`src/rtl/hazard_stall_ctrl_if.sv`:
```
// Hazard/stall controller bundle.
// Pipeline side (master) drives register indices, hazard qualifiers and the
// data-memory handshake; the controller (slave) returns forwarding selects,
// per-stage stall/flush pins, the sticky timeout flag and the stall counter.
//   rs1_d/rs2_d          source regs in ID
//   rs1_e/rs2_e/rd_e     source/dest regs in EX, load_e, pc_src_e
//   rd_m/reg_write_m     MEM writeback target
//   rd_w/reg_write_w     WB writeback target
//   dmem_req_m/dmem_ack  data-memory handshake
//   forward_a_e/b_e      00 regfile, 01 WB result, 10 MEM ALU result
//   stall_f/d/e/m        hold PC / IF-ID / ID-EX / EX-MEM
//   flush_d/e/w          clear IF-ID / ID-EX / MEM-WB
//   mem_err, stall_cycles
interface hazard_stall_ctrl_if #(
    parameter int REG_AW = 5,
    parameter int CNT_W  = 32
);
    logic [REG_AW-1:0] rs1_d, rs2_d;
    logic [REG_AW-1:0] rs1_e, rs2_e, rd_e;
    logic              load_e;
    logic              pc_src_e;
    logic [REG_AW-1:0] rd_m;
    logic              reg_write_m;
    logic [REG_AW-1:0] rd_w;
    logic              reg_write_w;
    logic              dmem_req_m;
    logic              dmem_ack;
    logic [1:0]        forward_a_e, forward_b_e;
    logic              stall_f, stall_d, stall_e, stall_m;
    logic              flush_d, flush_e, flush_w;
    logic              mem_err;
    logic [CNT_W-1:0]  stall_cycles;

    modport master (
        output rs1_d, rs2_d, rs1_e, rs2_e, rd_e, load_e, pc_src_e,
               rd_m, reg_write_m, rd_w, reg_write_w, dmem_req_m, dmem_ack,
        input  forward_a_e, forward_b_e, stall_f, stall_d, stall_e, stall_m,
               flush_d, flush_e, flush_w, mem_err, stall_cycles
    );

    modport slave (
        input  rs1_d, rs2_d, rs1_e, rs2_e, rd_e, load_e, pc_src_e,
               rd_m, reg_write_m, rd_w, reg_write_w, dmem_req_m, dmem_ack,
        output forward_a_e, forward_b_e, stall_f, stall_d, stall_e, stall_m,
               flush_d, flush_e, flush_w, mem_err, stall_cycles
    );
endinterface

```
`src/rtl/hazard_stall_ctrl.sv`:
```
// Hazard and stall controller for the 5-stage RV32I pipeline.
// Ports:
//   clk    clock
//   rst_n  asynchronous active-low reset
//   hz     hazard_stall_ctrl_if.slave (pipeline hazard inputs, stall/flush
//          outputs, forwarding selects, mem_err, stall_cycles)
//
// state | meaning
// ------+--------------------------------------------------------------
// IDLE  | no outstanding data-memory wait
// WAIT  | MEM stage waiting for dmem_ack, wait_cnt counts stalled cycles
// ERR   | memory timeout; whole pipeline frozen until reset
module hazard_stall_ctrl #(
    parameter int REG_AW      = 5,
    parameter int MEM_TIMEOUT = 64,
    parameter int CNT_W       = 32
) (
    input  logic            clk,
    input  logic            rst_n,
    hazard_stall_ctrl_if.slave hz
);
    localparam int WCW = (MEM_TIMEOUT > 2) ? $clog2(MEM_TIMEOUT) : 1;
    localparam logic [WCW-1:0] WAIT_LAST = WCW'(MEM_TIMEOUT - 1);

    typedef enum logic [1:0] {
        ST_IDLE = 2'd0,
        ST_WAIT = 2'd1,
        ST_ERR  = 2'd2
    } state_t;

    state_t           state_q, state_d;
    logic [WCW-1:0]   wait_q, wait_d;
    logic             mem_err_q;
    logic [CNT_W-1:0] cnt_q;
    logic             mem_stall;
    logic             lw_stall;
    logic             stall_f_int;

    function automatic logic [1:0] fwd_sel(
        input logic [REG_AW-1:0] rs,
        input logic [REG_AW-1:0] rd_m,
        input logic              we_m,
        input logic [REG_AW-1:0] rd_w,
        input logic              we_w
    );
        logic [1:0] sel;
        sel = 2'b00;
        if (we_m && rd_m != '0 && rd_m == rs)
            sel = 2'b10;
        else if (we_w && rd_w != '0 && rd_w == rs)
            sel = 2'b01;
        return sel;
    endfunction

    assign hz.forward_a_e = fwd_sel(hz.rs1_e, hz.rd_m, hz.reg_write_m,
                                    hz.rd_w, hz.reg_write_w);
    assign hz.forward_b_e = fwd_sel(hz.rs2_e, hz.rd_m, hz.reg_write_m,
                                    hz.rd_w, hz.reg_write_w);

    assign lw_stall = hz.load_e && (hz.rd_e != '0) &&
                      ((hz.rd_e == hz.rs1_d) || (hz.rd_e == hz.rs2_d));

    always_ff @(posedge clk or negedge rst_n) begin
        if (!rst_n) begin
            state_q   <= ST_IDLE;
            wait_q    <= '0;
            mem_err_q <= 1'b0;
        end else begin
            state_q   <= state_d;
            wait_q    <= wait_d;
            mem_err_q <= (state_d == ST_ERR);
        end
    end

    always_comb begin
        state_d     = state_q;
        wait_d      = wait_q;
        mem_stall   = 1'b0;
        stall_f_int = 1'b0;
        hz.stall_d  = 1'b0;
        hz.stall_e  = 1'b0;
        hz.stall_m  = 1'b0;
        hz.flush_d  = 1'b0;
        hz.flush_e  = 1'b0;
        hz.flush_w  = 1'b0;

        case (state_q)
            ST_IDLE: begin
                mem_stall = hz.dmem_req_m && !hz.dmem_ack;
                if (mem_stall) begin
                    state_d = ST_WAIT;
                    wait_d  = WCW'(1);
                end
            end
            ST_WAIT: begin
                mem_stall = hz.dmem_req_m && !hz.dmem_ack;
                if (mem_stall) begin
                    if (wait_q == WAIT_LAST)
                        state_d = ST_ERR;
                    else
                        wait_d = wait_q + WCW'(1);
                end else begin
                    state_d = ST_IDLE;
                    wait_d  = '0;
                end
            end
            ST_ERR: begin
            end
            default: begin
                state_d = ST_IDLE;
                wait_d  = '0;
            end
        endcase

        // Freezing every stage up to EX-MEM defers any branch or load-use
        // decision: EX is held, so it is re-evaluated once released.
        if (state_q == ST_ERR || mem_stall) begin
            stall_f_int = 1'b1;
            hz.stall_d  = 1'b1;
            hz.stall_e  = 1'b1;
            hz.stall_m  = 1'b1;
            hz.flush_w  = 1'b1;
        end else begin
            stall_f_int = lw_stall;
            hz.stall_d  = lw_stall;
            hz.flush_d  = hz.pc_src_e;
            hz.flush_e  = lw_stall || hz.pc_src_e;
        end
    end

    assign hz.stall_f = stall_f_int;
    assign hz.mem_err = mem_err_q;

    always_ff @(posedge clk or negedge rst_n) begin
        if (!rst_n)
            cnt_q <= '0;
        else if (stall_f_int && (cnt_q != '1))
            cnt_q <= cnt_q + CNT_W'(1);
    end

    assign hz.stall_cycles = cnt_q;
endmodule

```
`src/flat_wrapper.sv`:
```
// flat-port wrapper written by rule: the top's interface ports become plain ports
module hazard_stall_ctrl_flat 
#(
    parameter int REG_AW      = 5,
    parameter int MEM_TIMEOUT = 64,
    parameter int CNT_W       = 32
)
  (clk, rst_n, hz_rs1_d, hz_rs2_d, hz_rs1_e, hz_rs2_e, hz_rd_e, hz_load_e, hz_pc_src_e, hz_rd_m, hz_reg_write_m, hz_rd_w, hz_reg_write_w, hz_dmem_req_m, hz_dmem_ack, hz_forward_a_e, hz_forward_b_e, hz_stall_f, hz_stall_d, hz_stall_e, hz_stall_m, hz_flush_d, hz_flush_e, hz_flush_w, hz_mem_err, hz_stall_cycles);
  hazard_stall_ctrl_if #(.REG_AW(REG_AW), .CNT_W(CNT_W)) hz_i ();
  input  logic clk;
  input  logic rst_n;
  input wire logic [$bits(hz_i.rs1_d)-1:0] hz_rs1_d;
  input wire logic [$bits(hz_i.rs2_d)-1:0] hz_rs2_d;
  input wire logic [$bits(hz_i.rs1_e)-1:0] hz_rs1_e;
  input wire logic [$bits(hz_i.rs2_e)-1:0] hz_rs2_e;
  input wire logic [$bits(hz_i.rd_e)-1:0] hz_rd_e;
  input wire logic [$bits(hz_i.load_e)-1:0] hz_load_e;
  input wire logic [$bits(hz_i.pc_src_e)-1:0] hz_pc_src_e;
  input wire logic [$bits(hz_i.rd_m)-1:0] hz_rd_m;
  input wire logic [$bits(hz_i.reg_write_m)-1:0] hz_reg_write_m;
  input wire logic [$bits(hz_i.rd_w)-1:0] hz_rd_w;
  input wire logic [$bits(hz_i.reg_write_w)-1:0] hz_reg_write_w;
  input wire logic [$bits(hz_i.dmem_req_m)-1:0] hz_dmem_req_m;
  input wire logic [$bits(hz_i.dmem_ack)-1:0] hz_dmem_ack;
  output wire logic [$bits(hz_i.forward_a_e)-1:0] hz_forward_a_e;
  output wire logic [$bits(hz_i.forward_b_e)-1:0] hz_forward_b_e;
  output wire logic [$bits(hz_i.stall_f)-1:0] hz_stall_f;
  output wire logic [$bits(hz_i.stall_d)-1:0] hz_stall_d;
  output wire logic [$bits(hz_i.stall_e)-1:0] hz_stall_e;
  output wire logic [$bits(hz_i.stall_m)-1:0] hz_stall_m;
  output wire logic [$bits(hz_i.flush_d)-1:0] hz_flush_d;
  output wire logic [$bits(hz_i.flush_e)-1:0] hz_flush_e;
  output wire logic [$bits(hz_i.flush_w)-1:0] hz_flush_w;
  output wire logic [$bits(hz_i.mem_err)-1:0] hz_mem_err;
  output wire logic [$bits(hz_i.stall_cycles)-1:0] hz_stall_cycles;
  assign hz_i.rs1_d = hz_rs1_d;
  assign hz_i.rs2_d = hz_rs2_d;
  assign hz_i.rs1_e = hz_rs1_e;
  assign hz_i.rs2_e = hz_rs2_e;
  assign hz_i.rd_e = hz_rd_e;
  assign hz_i.load_e = hz_load_e;
  assign hz_i.pc_src_e = hz_pc_src_e;
  assign hz_i.rd_m = hz_rd_m;
  assign hz_i.reg_write_m = hz_reg_write_m;
  assign hz_i.rd_w = hz_rd_w;
  assign hz_i.reg_write_w = hz_reg_write_w;
  assign hz_i.dmem_req_m = hz_dmem_req_m;
  assign hz_i.dmem_ack = hz_dmem_ack;
  assign hz_forward_a_e = hz_i.forward_a_e;
  assign hz_forward_b_e = hz_i.forward_b_e;
  assign hz_stall_f = hz_i.stall_f;
  assign hz_stall_d = hz_i.stall_d;
  assign hz_stall_e = hz_i.stall_e;
  assign hz_stall_m = hz_i.stall_m;
  assign hz_flush_d = hz_i.flush_d;
  assign hz_flush_e = hz_i.flush_e;
  assign hz_flush_w = hz_i.flush_w;
  assign hz_mem_err = hz_i.mem_err;
  assign hz_stall_cycles = hz_i.stall_cycles;
  hazard_stall_ctrl #(.REG_AW(REG_AW), .MEM_TIMEOUT(MEM_TIMEOUT), .CNT_W(CNT_W)) u_core (.clk(clk), .rst_n(rst_n), .hz(hz_i));
endmodule
```
`config.mk`:
```
export PLATFORM = sky130hd
export DESIGN_NAME = hazard_stall_ctrl_flat
export DESIGN_NICKNAME = d
export VERILOG_FILES = /design/src/rtl/hazard_stall_ctrl_if.sv /design/src/rtl/hazard_stall_ctrl.sv /design/src/flat_wrapper.sv
export SDC_FILE = /design/constraint.sdc
export NUM_CORES = 1
export LEC_CHECK = 0
export CAP_MARGIN = 30
export CORE_UTILIZATION = 50
export CTS_BUF_LIST = sky130_fd_sc_hd__clkbuf_4
export DETAILED_ROUTE_END_ITERATION = 16
export MAX_ROUTING_LAYER = met4
export PLACE_DENSITY = 0.95
export REMOVE_ABC_BUFFERS = 1
export SKIP_CTS_REPAIR_TIMING = 1
export SYNTH_ARGS = -nofsm -noshare
export SYNTH_HDL_FRONTEND = slang
export SYNTH_SLANG_ARGS = --single-unit
export TNS_END_PERCENT = 30
```
`constraint.sdc`:
```
create_clock -name clk -period 3.3 [get_ports clk]
set_input_delay 0.33 -clock clk [delete_from_list [all_inputs] [get_ports clk]]
set_output_delay 0.33 -clock clk [all_outputs]
set_load 0.03 [all_outputs]
```
==> results_dict.tcl <==
set metrics [dict create \
    drive_gt1_share_pct 5.83 \
    syn_area_sq_um 2420 \
    slew_headroom_pct 41.9 \
    die_area_sq_um 5130 \
    worstHoldPathType "in -> async" \
    core-area_sq_um 4500 \
    p_sw_w 0.000394 \
    dr.pass1.iters 4 \
    nets 370 \
    yosysTopAreaCell "dfrtp_1" \
    power_frac_clock_pct 19.3 \
    path_class "in -> out" \
    tightestPinTransition_ns 0.871 \
    drv_cap 0 \
    intPower_w 0.000792 \
    hpwl_um 4030 \
    synth-seq-cells 41 \
    grt.total_usage_pct 22.7 \
    status "finished clean" \
    p_sw_share_pct 33.2 \
    drt_iter0_drc 139 \
    path_delay_family "buffers and inverters" \
    post-place-ws_ns 0.323 \
    port_buffers 86 \
    layout.cells.non_filler 378 \
    area_delta_synth_final_pct 37.1 \
    slew_violations 0 \
    r2r_setup_slack_ns 0.99 \
    slowest_delay_ns 0.71 \
    start_kind "input pin" \
    postRouteAntennaNets 0 \
    fin_util_pct 73.8 \
    path_max_fanout 3 \
    clock-sinks 41 \
    synthTopCellsByCount "dfrtp_1, xnor2_1, xor2_1" \
    place_inst 370 \
    fillers 328 \
    combPwrFrac_pct 30.7 \
    antenna_found_initial 0 \
    power_density_nw_per_um2 357 \
    tns_ns 0 \
    ctsRootBufferMaster "clkbuf_4" \
    synth-async-reset-ratio_pct 100 \
    yosysSeqAreaShare_pct 42.3 \
    place_congestion 0.811 \
    path_cells "clkdlybuf4s50_1 -> or4_1 -> o21ai_0 -> nor4_1 -> nor4_1 -> clkdlybuf4s50_1" \
    grt_start_max_net_pins 42 \
    finalWorstSetupSlack_ns 0.301 \
    antenna_cells 0 \
    timing.fmax_ghz 0.333 \
    finalWirelength_um 5210 \
    rows 24 \
    ys.flop_type "dfrtp_1" \
    clkTransAtPathRegs_ns 0.11 \
    synthTopCellsByArea "dfrtp_1, xnor2_1, xor2_1" \
    synth_edf_count 0 \
    htree_levels 2 \
    crit_path_end_kind "primary output" \
    rsz0062_at_grt "false" \
    worstSkewPairLatency_ns 0.35 \
    ys_warn_count 0 \
    start_util_pct 53.8 \
    crit_slowest_cell "clkdlybuf4s50_1" \
    setup_viol 0 \
    period_needed_ns 3.00 \
    die_x_um 71.6 \
    syn_inst 243 \
    clock_path_buffers 2 \
    arrival_ns 2.67 \
    power_w 0.00119 \
    peakVddDrop_v 0.000264 \
    cts_made_buffers 5 \
    wl_per_cell_um 13.8 \
    required_ns 2.97 \
    gr-total-overflow 0 \
    finalClockSkew_ns 0.0130 \
    cts_tree "built" \
    finalCritPeriodShare_pct 90.9 \
    via_count 2097 \
    path_buf_inv 2 \
    die_h_um 71.6 \
    vias_per_cell 5.55 \
    synth.most_common_cell "dfrtp_1" \
    avgSynthCellArea_sq_um 9.97 \
    p_leak_nw 1.41 \
    netlist.area_leader.share_pct 42.3 \
    grt_first_pass_wirelength_um 8880 \
    grt_pass1_vias 2098 \
    drc 0 \
    ys_types 36 \
    pin_count 87 \
    p_seq_share_pct 50.0 \
    hold_viol 0 \
]
[worst reg2reg max path, delay by kind of cell (launching register included)]
family,cells,cell delay [ns]
buffers and inverters,1,0.24
flip-flops,1,0.46
adder cells (fa/ha/maj),1,0.22
AO/OA/AOI/OAI,1,0.09
XOR/XNOR,1,0.13
AND/OR/NAND/NOR,4,1.06
[per-stage QoR]
step                      cell area, sq um  hold slack [ns]
after floorplan                       2340           0.0344
after global placement                3270            0.480
after detailed placement              3270            0.483
after CTS                             3320            0.102
after global routing                  3320            0.153
final                                 3320           0.0791
[path summary, 6_finish.rpt]
check | endpoint | cells after the start | start
max in group asynchronous | u_core.hz.stall_cycles[5] | 1 | rst_n
min in group clk | u_core.hz.stall_cycles[21] | 1 | u_core.hz.stall_cycles[21]
max reg2reg | u_core.hz.stall_cycles[4] | 8 | u_core.hz.stall_cycles[0]
min reg2reg | u_core.hz.stall_cycles[21] | 1 | u_core.hz.stall_cycles[21]
min | u_core.hz.stall_cycles[21] | 1 | rst_n
max | hz_forward_b_e[0] | 6 | hz_rd_m[1]
[metal layers]
| layer | up-vias | global-route usage, % | part of all wire, % |
|---|---|---|---|
| li1 | 1019 | - | - |
| met1 | 981 | 25.7 | 42 |
| met2 | 86 | 38.8 | 50 |
| met3 | 11 | 5.06 | 6.3 |
| met4 | 0 | 9.59 | 1.9 |
| met5 | - | - | 0 |
[cell families after synthesis]
kind of cell             after synthesis  synth area share (%)
multiplexers                           4                  1.76
AND/OR/NAND/NOR                      105                  24.9
adder cells (fa/ha/maj)                2                  1.03
AO/OA/AOI/OAI                         19                  5.06
XOR/XNOR                              60                  21.7
flip-flops                            41                  42.3
buffers and inverters                 12                  3.25
[layout make-up]
type / instances / area, sq um / share of cell area (%)
well taps: 52 / 65.1 / 1.96
clock buffers: 5 / 37.5 / 1.13
flip-flops and latches: 41 / 1030 / 30.9
multi-input cells: 190 / 1320 / 39.7
repair buffers: 87 / 863 / 26.0
clock inverters: 3 / 12.5 / 0.377
[flip-flops by register name (all words and copies together), names as in the netlist]
signal                  cells
u_core.wait_q               6
u_core.state_q              2
u_core.hz.mem_err           1
u_core.hz.stall_cycles     32
[power groups by stage]
stage	registers [W]	logic [W]	clock network (W)
floorplan	0.000662	0.000113	0
global placement	0.000600	0.000356	0
detailed placement	0.000602	0.000366	0
CTS	0.000593	0.000367	0.000237
global route	0.000600	0.000395	0.000253
finish	0.000593	0.000364	0.000229
[layout by cell type (no fill, tap or decap), drive strengths merged, types with 3 or more instances in the layout]
| master | n |
|---|---|
| xnor2 | 32 |
| or4 | 4 |
| nand2 | 17 |
| nand4 | 12 |
| and3 | 18 |
| o21ai | 8 |
| nor2 | 11 |
| xor2 | 28 |
| clkinv | 3 |
| clkdlybuf4s50 | 85 |
| dfrtp | 41 |
| clkbuf | 5 |
| nor3 | 6 |
| and4 | 3 |
| o22ai | 5 |
| nand3 | 24 |
| nor4 | 3 |
Power figures use the tool's default switching activity.
